**src/rtl/cic_comb.sv**
```systemverilog
// cic_comb -- comb half of a CIC decimator.
//
// A cascade of NumStages comb sections, each computing
//   y[n] = x[n] - x[n - DifferentialDelay]
// on the decimated sample stream. Arithmetic is two's complement and wraps
// modulo 2^WordLengthBits on purpose: the upstream integrators overflow
// freely and the comb differences undo that wrap exactly.
//
// The sample index only advances on an accepted input, so idle cycles do
// not enter the delay lines. The result is registered (1 cycle latency)
// behind a single-entry valid/ready output stage.
//
// Parameters:
//   WordLengthBits    signed width of in and out
//   NumStages         number of cascaded comb sections (1..8)
//   DifferentialDelay comb delay M per section (1 or 2)
//
// Ports:
//   clk        clock, all state changes on its rising edge
//   rst        asynchronous active-low reset
//   in         decimated input sample
//   in_valid   in holds a sample
//   in_ready   block accepts in this cycle
//   out        registered comb cascade result
//   out_valid  out holds an unconsumed result
//   out_ready  downstream consumes out this cycle

module cic_comb #(
  parameter int WordLengthBits    = 12,
  parameter int NumStages         = 3,
  parameter int DifferentialDelay = 1
) (
  input  logic                             clk,
  input  logic                             rst,
  input  logic signed [WordLengthBits-1:0] in,
  input  logic                             in_valid,
  output logic                             in_ready,
  output logic signed [WordLengthBits-1:0] out,
  output logic                             out_valid,
  input  logic                             out_ready
);

  // delay_line[k][0] is the newest stored input of section k,
  // delay_line[k][DifferentialDelay-1] is x_k[n-M].
  logic signed [WordLengthBits-1:0] delay_line [NumStages][DifferentialDelay];

  // Input of each section for the sample currently on in, and the
  // final cascade output.
  logic signed [WordLengthBits-1:0] stage_in [NumStages];
  logic signed [WordLengthBits-1:0] comb_result;

  logic accept;

  // The output register is the only buffer, so a new sample can enter
  // whenever that register is empty or is being drained this cycle.
  assign in_ready = !out_valid || out_ready;
  assign accept   = in_valid && in_ready;

  // Ripple the sample through all sections with a running accumulator so
  // the per-stage taps are only written here and never read back, which
  // keeps the combinational path free of self-referencing arrays.
  always_comb begin
    logic signed [WordLengthBits-1:0] acc;
    acc = in;
    for (int k = 0; k < NumStages; k++) begin
      stage_in[k] = acc;
      acc         = acc - delay_line[k][DifferentialDelay-1];
    end
    comb_result = acc;
  end

  // Delay lines shift only on an accepted input; a stalled or idle cycle
  // is not a sample and must leave the history untouched.
  always_ff @(posedge clk or negedge rst) begin
    if (!rst) begin
      for (int k = 0; k < NumStages; k++) begin
        for (int m = 0; m < DifferentialDelay; m++) begin
          delay_line[k][m] <= '0;
        end
      end
    end else if (accept) begin
      for (int k = 0; k < NumStages; k++) begin
        delay_line[k][0] <= stage_in[k];
        for (int m = 1; m < DifferentialDelay; m++) begin
          delay_line[k][m] <= delay_line[k][m-1];
        end
      end
    end
  end

  // Output stage: a new result overwrites out (even while the old one is
  // being consumed, giving one sample per cycle); a consume without a new
  // sample only drops out_valid and leaves the data in place.
  always_ff @(posedge clk or negedge rst) begin
    if (!rst) begin
      out       <= '0;
      out_valid <= 1'b0;
    end else if (accept) begin
      out       <= comb_result;
      out_valid <= 1'b1;
    end else if (out_ready) begin
      out_valid <= 1'b0;
    end
  end

endmodule
```
**config.mk**
```make
export PLATFORM = sky130hd
export DESIGN_NAME = cic_comb
export DESIGN_NICKNAME = d
export VERILOG_FILES = /design/src/rtl/cic_comb.sv
export SDC_FILE = /design/constraint.sdc
export NUM_CORES = 1
export LEC_CHECK = 0
export ABC_AREA = 1
export CAP_MARGIN = 20
export CORE_MARGIN = 5
export CORE_UTILIZATION = 64
export DETAILED_ROUTE_END_ITERATION = 6
export DONT_BUFFER_PORTS = 1
export GPL_TIMING_DRIVEN = 0
export PLACE_DENSITY = 0.8
export SETUP_SLACK_MARGIN = 0.15
export SYNTH_ARGS = -nofsm -noshare
export SYNTH_HDL_FRONTEND = slang
export SYNTH_SLANG_ARGS = --single-unit
```
**constraint.sdc**
```tcl
create_clock -name clk -period 5.2 [get_ports clk]
set_clock_uncertainty 0.15 [all_clocks]
set_input_delay 0.78 -clock clk [delete_from_list [all_inputs] [get_ports clk]]
set_output_delay 0.78 -clock clk [all_outputs]
set_load 0.1 [all_outputs]
```
* Yosys cells after proc, flatten, opt, wreduce, memory -nomap -nowiden *
Index checks and enable logic that the tools add are counted.

operators by class
  add/subtract/negate cells = 3
  mux-type cells = 2
  reductions and logical operators = 4

operator list
  kind                number
  12-bit subtractor   3
  1-bit two-way mux   2
  2-bit nonzero test  1
  1-bit logical AND   1
  1-bit logical NOT   1
  1-bit logical OR    1

word-level totals
  register bits after elaboration = 49
  bits of input ports = 16
  output and inout port bits = 14
  logic and storage cells = 14

* Depth between registers and ports, before layout *
Gate-level depths: netlist of run 1.

  depth in word-level cells = 4
  depth in mapped cells = 27
  depth with buffers taken out = 27

* Worst setup path before layout of run 1 *
Ideal clock, no wire load.

  path type = in2reg
  start point = input in[0]
  end point = register out[11]
  setup time = 0.120 ns
  arrival = 3.933 ns
  data required time = 4.930 ns
  slack = 0.998 ns
  stages = 25
  buffers on the path = 0
  cell sequence = inv_1 -> ha_1 -> inv_1 -> fa_1 -> nand3_1 -> nand2_2 -> nand4_1 -> o211ai_2 -> or2_2 -> nand2_1 -> inv_1 -> ha_1 -> nand2_1 -> nor3_1 -> nand3_1 -> o2111ai_1 -> xor2_1 -> ha_1 -> nand3_1 -> nor2_1 -> nand2_1 -> o2111ai_1 -> nand3b_1 -> nand3_1 -> nand2_1

RTL lines
  element               RTL line  RTL
  start, declared       35        input logic signed [WordLengthBits-1:0] in,
  end signal, assigned  99        out <= comb_result;
  end, declared         38        output logic signed [WordLengthBits-1:0] out,

==> impl_results.md, run 1 <==
- Synth area leader: dfrtp_1
- MaxCap Viol Count: 0
- WL per Instance: 13.77 microns
- Max Root-Sink Buffers: 2
- FP Rows: 27
- Count leader, synth: nand2_1
- DRT antenna net count: 0
- Final setup viols: 0
- WL met1: approximately 3.1 mm
- WS Path Type: in2reg
- Slowest stage delay, CP: a little under 0.4 ns
- H-tree levels: 2
- Yosys warnings: 0
- Chip height: 84.72 microns
- Clock Latency Late Sink: approximately 0.31 ns
- Seq/Total Area, Yosys: around 34%
- RSZ-0062 raised after global routing: false
- Area contributors post-synth: dfrtp_1 34%, ha_1 12%, nand2_1 10%, inv_1 8.1%, o21ai_0 5.7%
- GRT Total Usage: between 20% and 30%
- Share of the synthesized area in the top cell type: between 30 and 40%
- Met3 Wirelength: around 340 microns
- Clk slew on worst S/H paths: ~0.090 ns
- Yosys cell types: 45
- Die X: 84.72 microns
- Worst slew pin tran: about 0.95 ns
- Ys flop type: dfrtp_1
- Cell family with most CP delay: simple AND/OR/NAND/NOR gates
- Detailed-route via count: just under 3000
- Worst reg2reg startpoint: delay_line[24]
- Area Growth Syn to Fin: 6.583%
- WL met2: about 3.8 mm
- Final core utilization: ~70%
- Drt pass-1 iters: 4
- CP Launch Type: input pin
- Core area: around 5500 sq um
- Syn Nets: about 510
- Initial antenna violation count: 0
- Cts bufs inserted: 5
- Root cell of the clock tree: clkbuf_8
- Drt first-iter violations: approximately 140
- Hpwl dp: ~5.7 mm
- Detail-routed via count per cell: about 5.5
- Cts repair resizes: 0
- Routed WL: between 7 and 8 mm
- Top layer in use: met4
- Largest net degree at the start of global routing: 35
- Critical path buffers and inverters: 3
- Tmin final: ~4.4 ns
- Nets: slightly above 500
- Total grt overflow: 0
- Gp weighted congestion: between 0.8 and 0.9
- Fmax: between 200 and 250 MHz
- Starting density of the core: between 60 and 70%
- Post-Synthesis Cell Area: around 3600 sq um
- Post-synth top cells: 99 x nand2_1, 77 x inv_1, 49 x dfrtp_1
- Crit path depth: 25
- Status: finished clean
- Setup repair bufs after CTS: 0
- R2R depth: 24
- Die Footprint: between 7000 and 8000 sq um
- Fin crit share: 85.06%
- Slew HR: 36.76%
- Drt drc: 0
- Number of synthesized flops with an enable pin: 0
- Final Max Slew Viols: 0
- #FFs+latches synth: roughly 50
- Diode count: 0
- Setup TNS Final: 0 ns
- Slowest CP cell: fa_1
- First-pass GRT wire length: between 10 and 15 mm
- Critical Path RT: 5.25 ns
- Mean area per synthesized cell: about 7.9 sq um
- Final count of hold timing violations: 0
- Post-synthesis instance total: around 450
- IO Pins: 30
- WP data arrival: 4.47 ns
- Vias in the first global route: 3078
- Asr flop ratio synth: 100.0%
- CTS tree: done
- Type of the worst min-delay path: in2async
- Crit path launch: in[0]
- Worst Hold Margin: between 0.1 and 0.15 ns
- Port Buffers: 0
- Clk sinks: between 40 and 50
- Share of cells above drive strength 1: under 10%
- Crit-path max FO: 5
- Critical Path End Type: flop
## cells in the final DEF, fill, tap and decap left out, types with 7 or more instances in the layout
cell type / Yosys / routed
nand2_2: 7 / 7
ha_1: 33 / 33
xor2_1: 16 / 16
a21oi_1: 23 / 23
clkbuf_1: 8 / 8
inv_1: 77 / 77
o21ai_0: 41 / 41
dfrtp_1: 49 / 49
nand3_1: 25 / 25
nor2_1: 14 / 14
nand2_1: 99 / 99
## per-stage QoR
stage / area, sq um / std cells / setup slack (ns)
4_1_cts: 3789 / 534 / 0.7783
2_1_floorplan: 3573 / 453 / 0.9977
3_5_place_dp: 3664 / 525 / 0.5337
3_3_place_gp: 3664 / 525 / 0.6249
6_report: 3809 / 535 / 0.7767
5_1_grt: 3809 / 535 / 0.4216
## registers in the layout, summed over array words and instances (netlist names)
register and flops:
delay_line 36, out 12, out_valid 1
## area by class of cell
type	instances	area (sq um)
Clock buffer	5	68.82
Tap cell	72	90.09
Sequential cell	49	1226
Clock inverter	3	46.29
Buffer	10	48.80
Timing Repair Buffer	2	30.03
Inverter	81	305.3
Fill cell	456	1664
Multi-Input combinational cell	313	1993
## timing repair
item | CTS | global route
hold endpoints to repair | 16 | 33
hold buffers | 1 | 1
setup endpoints to repair | 0 | 0
## path summary, 6_finish.rpt
| kind | end | slack, ns |
|---|---|---|
| worst max-delay path | out[11] | 0.78 |
| worst min-delay path | out[7] | 0.14 |
| worst max register to register | out[11] | 0.91 |
| worst min register to register | delay_line[4] | 0.34 |
| max in group asynchronous | delay_line[6] | 3.66 |
| min in group clk | delay_line[4] | 0.34 |
## layer usage
metal	vias to the layer above	global-route usage [%]
met5	-	0
met4	0	7.770
met3	15	4.220
met2	75	40.43
met1	1382	26.22
li1	1480	-
## cells by family (layout without fill, tap and decap cells)
| family | count (synthesis) | count (layout) | synth area share [%] |
|---|---|---|---|
| and+or+nand+nor | 163 | 163 | 21.50 |
| AOI/OAI and AO/OA | 92 | 92 | 15.44 |
| buffers and inverters | 91 | 101 | 9.909 |
| DFF | 49 | 49 | 34.31 |
| adders and majority gates | 36 | 36 | 13.24 |
| xor gates and xnor gates | 22 | 22 | 5.602 |
Power of run 1 is not shown: default switching activity piles up to over one toggle a cycle in this logic, so the estimate is an artifact.
==> run 2: changes to the inputs <==
Settings changed: GPL_TIMING_DRIVEN 0 to 1, HOLD_SLACK_MARGIN set to 0.03, SLEW_MARGIN set to 10.
==> run 2 against run 1 <==
Net effect: register-to-register slack improved by 0.24 ns; flip-flop and latch count unchanged; via count decreased by 4.0%; cell count decreased by 1.7%; hold slack improved by 0.023 ns; first-iteration DRC count increased by 10%; largest cell class unchanged; routed wire length decreased by 8.0%; maximum frequency increased by 4.4%; utilization decreased by 1.2 points; count of clock-buffer cells in the layout unchanged; final area decreased by 1.7%.
==> impl_results.md, run 2 (synthesis results as in run 1) <==
- Status: finished clean
- Critical R2R Capture: out[11]
- WP data arrival: 4.29 ns (-0.18 ns)
- WL met1: 2.988 mm (-3.8%)
- Chip height: 84.72 microns (unchanged)
- Routed WL: 6.783 mm (-8.0%)
- Starting density of the core: 65.29% (unchanged)
- Critical Path End Type: flop
- Drt first-iter violations: 158 (+10%)
- Slew HR: 36.17% (-0.59 points)
- Setup TNS Final: 0 ns (unchanged)
- FP Rows: 27 (unchanged)
- Gp weighted congestion: 0.8658 (+0.89%)
- IO Pins: 30 (unchanged)
- WS Path Type: in2reg
- Die Footprint: 7177 sq um (unchanged)
- Commonest non-fill, non-tap cells in the layout: 99 x nand2_1, 77 x inv_1, 49 x dfrtp_1, 41 x o21ai_0, 33 x ha_1
- Cts bufs inserted: 5 (unchanged)
- Setup repair bufs after CTS: 0 (unchanged)
- Core area: 5473 sq um (unchanged)
- WL per Instance: 12.90 microns (-6.4%)
- Diode count: 0 (unchanged)
- Final Max Slew Viols: 0 (unchanged)
- Nets: 505 (-1.8%)
- Initial antenna violation count: 0 (unchanged)
- Top layer in use: met4
- R2R depth: 24 (unchanged)
- CP Launch Type: input pin
- Total grt overflow: 0 (unchanged)
- Biggest register: delay_line
- Area Growth Syn to Fin: 4.762%
- Slowest CP cell: fa_1
- Worst slew pin tran: 0.9551 ns (+0.008842 ns)
- MaxCap Viol Count: 0 (unchanged)
- WL met2: 3.407 mm (-9.1%)
- Drt drc: 0 (unchanged)
- Critical Path RT: 5.25 ns (about the same)
- Clk slew on worst S/H paths: 0.09 ns (about the same)
- Max FFs per register: 36 (unchanged)
- Detail-routed via count per cell: 5.390 (-2.3%)
- Clock Latency Late Sink: 0.30 ns (about the same)
- Largest net degree at the start of global routing: 50 (+43%)
- Detailed-route via count: 2835 (-4.0%)
- Fmax: 236.1 MHz (+4.4%)
- Hpwl dp: 5.081 mm (-10%)
- CTS tree: done
- Most common library cell in the layout ignoring fill and taps: nand2_1
- Max Root-Sink Buffers: 2 (unchanged)
- Cell family with most CP delay: simple AND/OR/NAND/NOR gates
- Clk sinks: 49 (unchanged)
- Final setup viols: 0 (unchanged)
- Worst reg2reg startpoint: delay_line[24]
- Type of the worst min-delay path: in2async
- Crit-path max FO: 5 (unchanged)
- Worst R2R Setup Slack: 1.15 ns (+0.24 ns)
- Critical path buffers and inverters: 3 (unchanged)
- Leading registers by flop count: delay_line x36, out x12, out_valid x1
- Tmin final: 4.236 ns (-0.1877 ns)
- DRT antenna net count: 0 (unchanged)
- Port Buffers: 0 (unchanged)
- Die X: 84.72 microns (unchanged)
- GRT Total Usage: 20.62% (-1.7 points)
- Met3 Wirelength: 301 microns (-11%)
- Fin crit share: 81.45% (-3.6 points)
- H-tree levels: 2 (unchanged)
- Final count of hold timing violations: 0 (unchanged)
- Drt pass-1 iters: 5 (+1)
- Vias in the first global route: 2822 (-8.3%)
- RSZ-0062 raised after global routing: false
- Share of cells above drive strength 1: 9.912% (+0.19 points)
- Slowest stage delay, CP: 0.41 ns (+0.02 ns)
- Root cell of the clock tree: clkbuf_8
- First-pass GRT wire length: 12.43 mm (-6.3%)
[run 2: final cells by class]
type                            count  area [sq um]
Multi-Input combinational cell    313          1993
Fill cell                         471          1729
Sequential cell                    49          1226
Inverter                           81         305.3
Tap cell                           72         90.09
Clock buffer                        5         68.82
Timing Repair Buffer                3         42.54
Clock inverter                      3         17.52
[run 2: layer usage]
metal	track usage (%)	up-vias
li1	-	1453
met1	25.93	1312
met2	36.09	62
met3	3.925	8
met4	5.755	0
met5	0	-
[run 2: repair_timing]
item                                   in CTS  in global routing
setup endpoints to repair                   0                  0
endpoints found under the hold margin      49                  0
hold buffers                                1                  0
gates resized for setup                     0                  0
[run 2: worst max path at each step]
| stage | from | to | slack, ns | cells past startpoint |
|---|---|---|---|---|
| global route | in[0] | out[11] | 0.58 | 25 |
| CTS | in[0] | out[11] | 0.97 | 25 |
| detailed placement | in[0] | out[11] | 0.65 | 25 |
| finish | in[0] | out[11] | 0.96 | 25 |
| global placement | in[0] | out[11] | 0.79 | 25 |
| floorplan | in[0] | out[11] | 1.0 | 25 |
[run 2: per-stage QoR]
stage / instance area [sq um] / util, % / setup WS [ns] / instances / hold WS (ns)
2_1_floorplan: 3573 / - / 0.9977 / 453 / 0.3030
3_3_place_gp: 3630 / 66.32 / 0.7899 / 517 / 0.3166
3_5_place_dp: 3630 / 66.32 / 0.6473 / 517 / 0.3237
4_1_cts: 3744 / 68.40 / 0.9654 / 526 / 0.1695
5_1_grt: 3744 / 68.40 / 0.5808 / 526 / 0.1699
6_report: 3744 / 68.40 / 0.9644 / 526 / 0.1652
Power of run 2 is left out for the same reason.
